## config.mk

```make
export PLATFORM = sky130hd
export DESIGN_NAME = lms_sequencer_flat
export DESIGN_NICKNAME = d
export VERILOG_FILES = /design/src/rtl/lms_sequencer_if.sv /design/src/rtl/lms_sequencer.sv /design/src/flat_wrapper.sv
export SDC_FILE = /design/constraint.sdc
export NUM_CORES = 1
export LEC_CHECK = 0
export CORE_UTILIZATION = 46
export CTS_BUF_LIST = sky130_fd_sc_hd__clkbuf_16
export DETAILED_ROUTE_END_ITERATION = 6
export PLACE_DENSITY = 0.74
export SLEW_MARGIN = 40
export SYNTH_ARGS = -nofsm -noshare
export SYNTH_HDL_FRONTEND = slang
export SYNTH_SLANG_ARGS = --single-unit
```

## constraint.sdc

```tcl
create_clock -name clk_in -period 1.7 [get_ports clk_in]
set_input_delay 0.34 -clock clk_in [delete_from_list [all_inputs] [get_ports clk_in]]
set_output_delay 0.34 -clock clk_in [all_outputs]
set_load 0.05 [all_outputs]
```

## src/rtl/lms_sequencer_if.sv

```systemverilog
// rtl/lms_sequencer_if.sv - strobe/handshake bundle between lms_sequencer and the LMS datapath
// Optional LMS_SEQ_FREEZE_EN adds freeze_in.
interface lms_sequencer_if #(
  parameter int ADDR_W = 5
);
  logic              ready_in;
`ifdef LMS_SEQ_FREEZE_EN
  logic              freeze_in;
`endif
  logic              busy_out;
  logic              wr_sample_out;
  logic [ADDR_W-1:0] head_out;
  logic [ADDR_W-1:0] tap_addr_out;
  logic [ADDR_W-1:0] sample_addr_out;
  logic              mul_sel_out;
  logic              acc_clr_out;
  logic              acc_en_out;
  logic              err_latch_out;
  logic              coef_we_out;
  logic [ADDR_W-1:0] coef_waddr_out;
  logic              done_out;
  logic              overrun_out;

  modport master (
`ifdef LMS_SEQ_FREEZE_EN
    input  freeze_in,
`endif
    input  ready_in,
    output busy_out, wr_sample_out, head_out, tap_addr_out, sample_addr_out,
    output mul_sel_out, acc_clr_out, acc_en_out, err_latch_out,
    output coef_we_out, coef_waddr_out, done_out, overrun_out
  );

  modport slave (
`ifdef LMS_SEQ_FREEZE_EN
    output freeze_in,
`endif
    output ready_in,
    input  busy_out, wr_sample_out, head_out, tap_addr_out, sample_addr_out,
    input  mul_sel_out, acc_clr_out, acc_en_out, err_latch_out,
    input  coef_we_out, coef_waddr_out, done_out, overrun_out
  );
endinterface

```

## src/rtl/lms_sequencer.sv

```systemverilog
// rtl/lms_sequencer.sv - per-sample schedule sequencer for the time-multiplexed LMS FIR
// Optional LMS_SEQ_FREEZE_EN: freeze_in skips the coefficient update sweep.
module lms_sequencer #(
  parameter int TAPS    = 31,
  parameter int ADDR_W  = 5,
  parameter int MUL_LAT = 2
) (
  input logic           clk_in,
  input logic           rst_in,
  lms_sequencer_if.master bus
);
  localparam int                CNT_W      = $clog2(MUL_LAT + 1);
  localparam logic [ADDR_W-1:0] LAST_IDX   = ADDR_W'(TAPS - 1);
  localparam logic [CNT_W-1:0]  DRAIN_LAST = CNT_W'(MUL_LAT - 1);

  typedef enum logic [2:0] {
    IDLE, LOAD, FILTER, DRAIN, ERROR, UPDATE, UDRAIN
  } state_t;

  state_t            state;
  logic [CNT_W-1:0]  drain_cnt;
  logic [MUL_LAT-1:0] acc_pipe;
  logic [MUL_LAT-1:0] we_pipe;
  logic [ADDR_W-1:0] waddr_pipe [MUL_LAT];
  logic              freeze;

`ifdef LMS_SEQ_FREEZE_EN
  assign freeze = bus.freeze_in;
`else
  assign freeze = 1'b0;
`endif

  // Delay pipes model the multiplier latency; their last stages are the outputs.
  assign bus.acc_en_out     = acc_pipe[MUL_LAT-1];
  assign bus.coef_we_out    = we_pipe[MUL_LAT-1];
  assign bus.coef_waddr_out = waddr_pipe[MUL_LAT-1];

  function automatic logic [ADDR_W-1:0] wrap_inc(input logic [ADDR_W-1:0] v);
    return (v == LAST_IDX) ? '0 : v + 1'b1;
  endfunction

  function automatic logic [ADDR_W-1:0] wrap_dec(input logic [ADDR_W-1:0] v);
    return (v == '0) ? LAST_IDX : v - 1'b1;
  endfunction

  always_ff @(posedge clk_in) begin
    if (rst_in) begin
      state               <= IDLE;
      drain_cnt           <= '0;
      acc_pipe            <= '0;
      we_pipe             <= '0;
      for (int i = 0; i < MUL_LAT; i++) waddr_pipe[i] <= '0;
      bus.busy_out        <= 1'b0;
      bus.wr_sample_out   <= 1'b0;
      bus.head_out        <= '0;
      bus.tap_addr_out    <= '0;
      bus.sample_addr_out <= '0;
      bus.mul_sel_out     <= 1'b0;
      bus.acc_clr_out     <= 1'b0;
      bus.err_latch_out   <= 1'b0;
      bus.done_out        <= 1'b0;
      bus.overrun_out     <= 1'b0;
    end else begin
      bus.wr_sample_out <= 1'b0;
      bus.acc_clr_out   <= 1'b0;
      bus.err_latch_out <= 1'b0;
      bus.done_out      <= 1'b0;
      bus.overrun_out   <= bus.ready_in && bus.busy_out;

      acc_pipe[0]   <= (state == FILTER);
      we_pipe[0]    <= (state == UPDATE);
      waddr_pipe[0] <= bus.tap_addr_out;
      for (int i = 1; i < MUL_LAT; i++) begin
        acc_pipe[i]   <= acc_pipe[i-1];
        we_pipe[i]    <= we_pipe[i-1];
        waddr_pipe[i] <= waddr_pipe[i-1];
      end

      case (state)
        IDLE: begin
          if (bus.ready_in) begin
            state             <= LOAD;
            bus.busy_out      <= 1'b1;
            bus.wr_sample_out <= 1'b1;
            bus.acc_clr_out   <= 1'b1;
            bus.tap_addr_out  <= '0;
          end
        end
        LOAD: begin
          state               <= FILTER;
          bus.tap_addr_out    <= '0;
          bus.sample_addr_out <= bus.head_out;
          bus.mul_sel_out     <= 1'b0;
        end
        FILTER: begin
          if (bus.tap_addr_out == LAST_IDX) begin
            state     <= DRAIN;
            drain_cnt <= '0;
          end else begin
            bus.tap_addr_out    <= bus.tap_addr_out + 1'b1;
            bus.sample_addr_out <= wrap_dec(bus.sample_addr_out);
          end
        end
        DRAIN: begin
          if (drain_cnt == DRAIN_LAST) begin
            state             <= ERROR;
            bus.err_latch_out <= 1'b1;
            bus.done_out      <= 1'b1;
          end else begin
            drain_cnt <= drain_cnt + 1'b1;
          end
        end
        ERROR: begin
          if (freeze) begin
            state        <= IDLE;
            bus.busy_out <= 1'b0;
            bus.head_out <= wrap_inc(bus.head_out);
          end else begin
            state               <= UPDATE;
            bus.tap_addr_out    <= '0;
            bus.sample_addr_out <= bus.head_out;
            bus.mul_sel_out     <= 1'b1;
          end
        end
        UPDATE: begin
          if (bus.tap_addr_out == LAST_IDX) begin
            state     <= UDRAIN;
            drain_cnt <= '0;
          end else begin
            bus.tap_addr_out    <= bus.tap_addr_out + 1'b1;
            bus.sample_addr_out <= wrap_dec(bus.sample_addr_out);
          end
        end
        UDRAIN: begin
          if (drain_cnt == DRAIN_LAST) begin
            state        <= IDLE;
            bus.busy_out <= 1'b0;
            bus.head_out <= wrap_inc(bus.head_out);
          end else begin
            drain_cnt <= drain_cnt + 1'b1;
          end
        end
        default: begin
          state        <= IDLE;
          bus.busy_out <= 1'b0;
        end
      endcase
    end
  end
endmodule

```

## src/flat_wrapper.sv

```systemverilog
// flat-port wrapper written by rule: the top's interface ports become plain ports
module lms_sequencer_flat 
#(
  parameter int TAPS    = 31,
  parameter int ADDR_W  = 5,
  parameter int MUL_LAT = 2
)
  (clk_in, rst_in, bus_ready_in, bus_busy_out, bus_wr_sample_out, bus_head_out, bus_tap_addr_out, bus_sample_addr_out, bus_mul_sel_out, bus_acc_clr_out, bus_acc_en_out, bus_err_latch_out, bus_coef_we_out, bus_coef_waddr_out, bus_done_out, bus_overrun_out);
  lms_sequencer_if #(.ADDR_W(ADDR_W)) bus_i ();
  input logic clk_in;
  input logic rst_in;
  input wire logic [$bits(bus_i.ready_in)-1:0] bus_ready_in;
  output wire logic [$bits(bus_i.busy_out)-1:0] bus_busy_out;
  output wire logic [$bits(bus_i.wr_sample_out)-1:0] bus_wr_sample_out;
  output wire logic [$bits(bus_i.head_out)-1:0] bus_head_out;
  output wire logic [$bits(bus_i.tap_addr_out)-1:0] bus_tap_addr_out;
  output wire logic [$bits(bus_i.sample_addr_out)-1:0] bus_sample_addr_out;
  output wire logic [$bits(bus_i.mul_sel_out)-1:0] bus_mul_sel_out;
  output wire logic [$bits(bus_i.acc_clr_out)-1:0] bus_acc_clr_out;
  output wire logic [$bits(bus_i.acc_en_out)-1:0] bus_acc_en_out;
  output wire logic [$bits(bus_i.err_latch_out)-1:0] bus_err_latch_out;
  output wire logic [$bits(bus_i.coef_we_out)-1:0] bus_coef_we_out;
  output wire logic [$bits(bus_i.coef_waddr_out)-1:0] bus_coef_waddr_out;
  output wire logic [$bits(bus_i.done_out)-1:0] bus_done_out;
  output wire logic [$bits(bus_i.overrun_out)-1:0] bus_overrun_out;
  assign bus_i.ready_in = bus_ready_in;
  assign bus_busy_out = bus_i.busy_out;
  assign bus_wr_sample_out = bus_i.wr_sample_out;
  assign bus_head_out = bus_i.head_out;
  assign bus_tap_addr_out = bus_i.tap_addr_out;
  assign bus_sample_addr_out = bus_i.sample_addr_out;
  assign bus_mul_sel_out = bus_i.mul_sel_out;
  assign bus_acc_clr_out = bus_i.acc_clr_out;
  assign bus_acc_en_out = bus_i.acc_en_out;
  assign bus_err_latch_out = bus_i.err_latch_out;
  assign bus_coef_we_out = bus_i.coef_we_out;
  assign bus_coef_waddr_out = bus_i.coef_waddr_out;
  assign bus_done_out = bus_i.done_out;
  assign bus_overrun_out = bus_i.overrun_out;
  lms_sequencer #(.TAPS(TAPS), .ADDR_W(ADDR_W), .MUL_LAT(MUL_LAT)) u_core (.clk_in(clk_in), .rst_in(rst_in), .bus(bus_i));
endmodule
```

# Word-level counts from Yosys, hierarchy flattened
# Memories as Yosys holds them, arrays and structs flattened.
# Index checks and enable logic that the tools add are counted.
# word_totals
regBits	29
latchBits	0
ramBits	10
mem_bits_ro	0
inputBits	3
wordCells	85
n_memories	1
# mem_list
memory	words	width	read_ports	rd_ports_with_merged_regs	wr	line_no	rtl
u_core.waddr_pipe	2	5	2	0	2	lms_sequencer.sv:24	logic [ADDR_W-1:0] waddr_pipe [MUL_LAT];
# classes
addsub	4
mul	0
div	0
order_cmp	0
eq_ne	17
n_shift	0
muxes	27
bitwise_logic	5
reduce_logical	19
# op_table
operator	n
$mux 5	7
$pmux 3 s7	1
$mux 3	5
$pmux 5 s3	1
$add 5x1->5 const B	2
$eq 5x5->1 const B	2
$ne 2x2->1 const B	5
$pmux 5 s2	1
$reduce_or 2->1	5
$eq 3x3->1 const B	3
$reduce_and 3->1	3
$mux 1	7
$eq 3x2->1 const B	2
$ne 2x1->1 const B	3
$reduce_bool 2->1	3
$logic_not 5->1	1
$reduce_and 5->1	1
$reduce_or 5->1	1
$sub 5x1->5 const B	1
$mux 2	2
$pmux 2 s2	1
$reduce_and 2->1	2
$eq 3x1->1 const B	1
$logic_not 3->1	1
8 further kinds	11

# Longest topological paths before layout
# Gate-level depths: netlist of run 1.
# logic_depth
ltp_word	4
ltp_mapped	7
ltp_nobuf	6

# Least setup slack after synthesis of run 1
# No wires, ideal clock.
# synth_path
path_type	reg-to-reg
from	register u_core.bus.tap_addr_out[0]
to	register u_core.bus.tap_addr_out[3]
setup_ns	0.161
t_arrival_ns	2.124
path_slack_ns	-0.585
stages_incl_launch_ff	7
n_path_buf	0
cell_sequence	dfxtp_1 -> inv_1 -> ha_1 -> and4_4 -> a21o_1 -> a222oi_1 -> a311oi_1
# synth_between
elab_chain_len	3
# synth_lines
item	line_no	rtl
from (decl)	lms_sequencer_if.sv:29	output busy_out, wr_sample_out, head_out, tap_addr_out, sample_addr_out,
from (signal assigned)	lms_sequencer.sv:100	bus.tap_addr_out <= bus.tap_addr_out + 1'b1;
from (signal assigned)	lms_sequencer.sv:130	bus.tap_addr_out <= bus.tap_addr_out + 1'b1;
$add 5x1->5 / $eq 5x5->1 (equally long branches)	-	
$mux 5 / $ne 2x2->1 (equally long branches)	-	
$pmux 5 s3 / $reduce_and 3->1 (equally long branches)	-	
# Several ways; a longest one is shown, not always the timed one. The select of a mux whose other input is x is not followed.
# A chain may end at the register's enable or synchronous reset.

# Worst setup path in the final report of run 1
# layout_path
from	register u_core.bus.sample_addr_out[0]
to	register u_core.bus.sample_addr_out[4]
# layout_between
elab_chain_len	4
# layout_lines
item	line_no	rtl
from (decl)	lms_sequencer_if.sv:29	
from (signal assigned)	lms_sequencer.sv:92	bus.sample_addr_out <= bus.head_out;
from (signal assigned)	lms_sequencer.sv:101	bus.sample_addr_out <= wrap_dec(bus.sample_addr_out);
from (signal assigned)	lms_sequencer.sv:121	bus.sample_addr_out <= bus.head_out;
$sub 5x1->5 / $logic_not 5->1 (equally long branches)	lms_sequencer.sv:43	return (v == '0) ? LAST_IDX : v - 1'b1;
$mux 5 *	lms_sequencer.sv:43	
$mux 5 *	lms_sequencer.sv:96, lms_sequencer.sv:126	
$pmux 5 s2 *	lms_sequencer.sv:79	case (state)
# Every way passes the cells marked *; elsewhere a longest branch is shown, timed or not. The select of a mux whose other input is x is not followed.

==> results.cfg, run 1 <==
[sta]
worst_slack_ps = 30.3
rsz0062_at_grt = yes
setup_viol = 0
hold_violations = 0
drv_slew = 0
clock.fmax_mhz = 599
finalCriticalPeriod_ps = 1670
slew_headroom_pct = 73.9
worstMarginPinSlew_ps = 391
worst_hold_slack_ps = 435
fin_crit_sh_pct = 98.2
skew_ps = 5.98

[worst_hold_path]
worst_hold_path.endpoint = u_core.acc_pipe[1]
hp-start = u_core.acc_pipe[0]
hold_path_class = register to register
whs_path_depth = 1

[yosys]
ys.warnings.count = 0
synth_nets = 208
synth_area_leader_cell = dfxtp_1
async_flop_share_pct = 0
synthCells = 199
yosys.cell_types.count = 49
syn-cell-area_um2 = 1780
synth_seq_area_share_pct = 44.0
synth_edf_count = 0
syn_avg_cell_area_um2 = 8.92
synth_area_leaders = dfxtp_1, ha_1, a21oi_1
ys_seq_elements = 39
synth_top_area_share_pct = 44.0
synth_top_flop_cell = dfxtp_1

[final_layout]
design_area_um2 = 2370
diodes = 0
fillers = 318
syn2layout_area_growth_pct = 33.3
final_layout_size_suffix_gt1_share_pct = 32.2
utilization_pct = 64.2
register_area_um2 = 795
final_cell_count_no_fill = 290
nNetsFinal = 250
multi_input_area_um2 = 875

[global_routing]
grt_pass1_vias = 1419
grt_pass1_wl_um = 6340
grt_max_degree = 30
overflow = 0
grt_usage_pct = 19.9
grt_antenna_before_repair = 0

[power]
power_switching_mw = 0.638
p_int_mw = 1.65
p_leak_nw = 0.991
ir_drop_mv = 0.549
pwr-share-clk_pct = 39.8
p_per_area_nw_per_um2 = 966
seqPwrFrac_pct = 42.6
swShare_pct = 27.9
p_comb_share_pct = 17.6

[floorplanning]
die_area_um2 = 4110
start_util_pct = 48.1
die_y_um = 64.1
die_w_um = 64.1
ios = 32
rows = 22
fp.coreArea_um2 = 3690

[routing]
post-route-drc-count = 0
drt-initial-drc-count = 49
vias_per_cell = 5.34
routed_wl_um = 3670
post_drt_wl_per_cell_um = 12.6
dr.pass1.iters = 5
ant_nets = 0
vias = 1549

[placed_design]
place_inst = 278
portBuffers = 31
place_area_um2 = 2180
dp_slack_ps = 66.8
routabilityCongestion = 0.837
dp_hpwl_um = 2540

[clock_network]
htree_num_levels = 2
cts_tree = built
root_buffer = clkbuf_16
clk_latency_ps = 280
cts_buffer_depth = 2
clkSinkCount = 39
cts_inserted_buffers = 5
clk_pin_slew_ps = 50

[critical_path]
required_ps = 1880
criticalPathCategory = register to register
end_kind = register
r2r-end = u_core.bus.sample_addr_out[4]
r2r_cells = 6
cp-start-kind = register
cp_max_fo = 3
reg2reg_setup_slack_ps = 30
timing.rr.start = u_core.bus.sample_addr_out[0]
crit_arrival_ps = 1850

[status]
status = finished, final reports clean

[flow_run]
maxCapViolations = 0
power groups by stage:
| stage | sequential, mW | clock (mW) | combinational, mW |
|---|---|---|---|
| 2_1_floorplan | 1.06 | 0 | 0.216 |
| 3_3_place_gp | 0.994 | 0 | 0.382 |
| 3_5_place_dp | 0.995 | 0 | 0.383 |
| 4_1_cts | 0.975 | 0.923 | 0.388 |
| 5_1_grt | 0.981 | 0.960 | 0.439 |
| 6_report | 0.976 | 0.910 | 0.402 |
logic make-up after synthesis:
family	share of synthesized area [%]
buf+inv	8.39
compound gates	17.6
xor+xnor	2.96
fa+ha+maj	4.23
flops	44.0
simple gates	22.8
metal layers:
| metal | GRT usage [%] | vias to the layer above | part of all wire [%] |
|---|---|---|---|
| met1 | 25.8 | 729 | 46 |
| li1 | - | 784 | - |
| met2 | 31.5 | 29 | 49 |
| met3 | 4.46 | 7 | 3.8 |
| met5 | 0 | - | 0 |
| met4 | 8.89 | 0 | 1.7 |
Yosys cell counts (3+ instances only):
library cell   n
inv_1         10
xnor2_1        3
o21ai_0        7
nand2b_1       3
xor2_1         3
dfxtp_1       39
nand2_1       15
clkbuf_1       3
nand3_1        8
nand4_1        4
or3_1          3
o32ai_1        3
ha_1           6
a21oi_1       14
nor2b_1       10
buf_2          4
nor2_1        13
nor3_1         4
buf_4          8
registers in the layout (all words and copies together), names as in the netlist:
name,flops
u_core.bus.mul_sel_out,1
u_core.bus.overrun_out,1
u_core.acc_pipe,2
u_core.bus.head_out,5
u_core.bus.sample_addr_out,5
u_core.bus.tap_addr_out,5
u_core.drain_cnt,2
u_core.bus.err_latch_out,1
u_core.bus.wr_sample_out,1
u_core.we_pipe,2
u_core.bus.busy_out,1
u_core.waddr_pipe,10
u_core.state,3
layout by cell type (no fill, tap or decap), types with 3 or more instances in the layout:
master     instances
o21ai_0            7
xor2_1             3
dfxtp_1           32
a21oi_1           13
ha_1               4
nor2_1            13
buf_12             4
dfxtp_2            5
clkbuf_16          5
or3_1              3
nor3_1             4
nand2b_1           3
o32ai_1            3
buf_4             47
nand4_1            4
nor2b_1           10
nand2_1           15
inv_1              9
nand3_1            8
xnor2_1            3
how the worst max path moves through the flow:
stage	from	to	slack (ps)	depth (start not counted)
3_5_place_dp	u_core.bus.sample_addr_out[0]	u_core.bus.sample_addr_out[4]	70	6
5_1_grt	u_core.bus.tap_addr_out[0]	u_core.bus.tap_addr_out[4]	-50	7
2_1_floorplan	u_core.bus.tap_addr_out[0]	u_core.bus.tap_addr_out[3]	-110	6
6_report	u_core.bus.sample_addr_out[0]	u_core.bus.sample_addr_out[4]	30	6
4_1_cts	u_core.bus.sample_addr_out[0]	u_core.bus.sample_addr_out[4]	40	6
3_3_place_gp	u_core.bus.sample_addr_out[0]	u_core.bus.sample_addr_out[4]	80	6
through the flow:
step	setup TNS (ps)	power (mW)
floorplan	-436	1.27
global placement	0	1.38
detailed placement	0	1.38
CTS	0	2.29
global route	-166	2.38
finish	0	2.29
critical path, cell delays in order (launching register included):
cell,delay (ps)
dfxtp_4,340
inv_1,90
ha_2,200
or4b_4,490
a21oi_2,150
a21oi_1,70
o32ai_1,230
area by class of cell:
| cell class | instances | area share (%) |
|---|---|---|
| multi-input combinational | 132 | 36.9 |
| inverter | 10 | 1.69 |
| tap | 48 | 2.54 |
| clock inverter | 3 | 0.846 |
| timing repair buffer | 53 | 19.1 |
| clock buffer | 5 | 5.29 |
| sequential | 39 | 33.6 |
timing repair:
| action | in CTS | in global routing |
|---|---|---|
| endpoints found under the setup margin | 0 | 7 |
| gates resized for setup | 0 | 5 |
| setup buffers | 0 | 4 |
| hold buffers | 0 | 0 |
Note: power is estimated with default switching activity, not from simulation.
==> run 2: changes to the inputs <==
Settings changed: SLEW_MARGIN 40 to 20.
==> results of run 2 <==
No change in the layout: final DEF, timing and power equal those of run 1.
==> run 3: changes to the inputs <==
==> constraint.sdc (replaced) <==
create_clock -name clk_in -period 1.7 [get_ports clk_in]
set_input_delay 0.34 -clock clk_in [delete_from_list [all_inputs] [get_ports clk_in]]
set_output_delay 0.34 -clock clk_in [all_outputs]
set_load 0.01 [all_outputs]
==> run 3 against run 2 <==
Combinational power decreased by 11%. Total power decreased by 4.7%. Sequential cell count unchanged. Sequential share of layout area decreased by 0.19 points. Critical endpoint is now bus_tap_addr_out[1]. Largest cell class unchanged. Highest routed layer unchanged.
==> results.cfg, run 3 (synthesis gave the netlist of run 1 again) <==
[status]
status = finished, final reports clean

[power]
ir_drop_mv = 0.588
seqPwrFrac_pct = 44.5
swShare_pct = 24.2
p_per_area_nw_per_um2 = 923
p_leak_nw = 0.926
power_switching_mw = 0.527
p_comb_share_pct = 16.3
p_int_mw = 1.65
pwr-share-clk_pct = 39.2

[critical_path]
end_kind = output port
crit_arrival_ps = 1320
path_cells = buf_4 -> clkdlybuf4s50_1
crit_slowest_cell = clkdlybuf4s50_1
criticalPathCategory = register to output port
required_ps = 1360
slowest_delay_ps = 530
cp_max_fo = 5
cp-start-kind = register

[sta]
worstMarginPinSlew_ps = 392
setup_viol = 0
clock.fmax_mhz = 603
setup-tns-final_ps = 0
worst_slack_ps = 42.8
finalCriticalPeriod_ps = 1660
slew_headroom_pct = 73.8
fin_crit_sh_pct = 97.5
worst_hold_slack_ps = 437
hold_violations = 0
skew_ps = 5.68
drv_slew = 0

[final_layout]
top_register = u_core.waddr_pipe
fillers = 318
final_layout_size_suffix_gt1_share_pct = 17.5
final_cell_count_no_fill = 288
mostFrequentLayoutCells = dfxtp_1, clkdlybuf4s50_1, buf_4
nNetsFinal = 248
syn2layout_area_growth_pct = 33.1
final_common_cell = dfxtp_1
diodes = 0
multi_input_area_um2 = 876
largest_reg_flops = 10
register_area_um2 = 788

[clock_network]
cts_inserted_buffers = 5
cts_tree = built
clk_latency_ps = 280
clk_pin_slew_ps = 50
cts_buffer_depth = 2
root_buffer = clkbuf_16
postCtsSetupRepairBufs = 0
clkSinkCount = 39
cts_hold_buf = 0
htree_num_levels = 2

[global_routing]
grt_max_degree = 30
grt_pass1_vias = 1367
grt_pass1_wl_um = 6130
grt_antenna_before_repair = 0
overflow = 0
grt_usage_pct = 19.2

[routing]
routed_wl_um = 3600
vias = 1539
ant_nets = 0
post-route-drc-count = 0
dr.pass1.iters = 4
vias_per_cell = 5.34
post_drt_wl_per_cell_um = 12.5
drt-initial-drc-count = 66

[placed_design]
dp_hpwl_um = 2540
portBuffers = 31
dp_slack_ps = 9.99
place_inst = 280
routabilityCongestion = 0.874

[floorplanning]
die_y_um = 64.1
ios = 32
rows = 22
die_area_um2 = 4110
die_w_um = 64.1
start_util_pct = 48.1
fp.coreArea_um2 = 3690

[flow_run]
maxCapViolations = 0

[worst_hold_path]
hold_path_class = register to register
## run 3: cell count changes in the layout (fill, tap and decap cells not counted), sizes merged
cell,delta
inv,+2
buf,-31
clkinvlp,-2
clkdlybuf4s50,+29
## run 3: worst max-delay path: cells and delay by family, from the launching register on
family                 cells  cell delay, ps
flip-flops                 1             360
buffers and inverters      2             680
## run 3: power groups by stage
stage,combinational [mW],clock [mW],sequential (mW)
after floorplan,0.203,0,0.995
after global placement,0.337,0,0.986
after detailed placement,0.339,0,0.987
after CTS,0.341,0.873,0.968
after global routing,0.391,0.909,0.974
final,0.356,0.855,0.970
## run 3: cell type report
| cell class | instances | area share (%) |
|---|---|---|
| clock buffer | 5 | 5.30 |
| clock inverter | 3 | 0.530 |
| tap | 48 | 2.54 |
| inverter | 10 | 1.69 |
| sequential | 39 | 33.4 |
| timing repair buffer | 51 | 19.5 |
| multi-input combinational | 132 | 37.1 |
## run 3: path summary, 6_finish.rpt
kind / start / end / slack, ps / cells after the start
max: u_core.bus.tap_addr_out[1] / bus_tap_addr_out[1] / 40 / 2
min reg2reg: u_core.waddr_pipe[0][1] / u_core.waddr_pipe[0][6] / 440 / 1
max reg2reg: u_core.bus.tap_addr_out[0] / u_core.bus.tap_addr_out[4] / 70 / 7
min: u_core.waddr_pipe[0][1] / u_core.waddr_pipe[0][6] / 440 / 1
## run 3: timing repair
item | in CTS | in global routing
resized for setup | 0 | 7
setup endpoints to repair | 0 | 8
hold endpoints to repair | 0 | 0
## run 3: per-layer routing
| metal | share of wire (%) | vias to the layer above | global-route usage (%) |
|---|---|---|---|
| met5 | 0 | - | 0 |
| met4 | 2.6 | 0 | 7.78 |
| met3 | 3.6 | 11 | 5.18 |
| met2 | 48 | 30 | 30.7 |
| met1 | 46 | 713 | 24.4 |
| li1 | - | 785 | - |
## run 3: per-stage QoR
stage	cell area, µm²	util (%)	power (mW)
finish	2360	64.0	2.18
CTS	2340	63.5	2.18
floorplan	1790	-	1.20
global route	2360	64.0	2.27
detailed placement	2200	59.7	1.33
global placement	2200	59.7	1.32
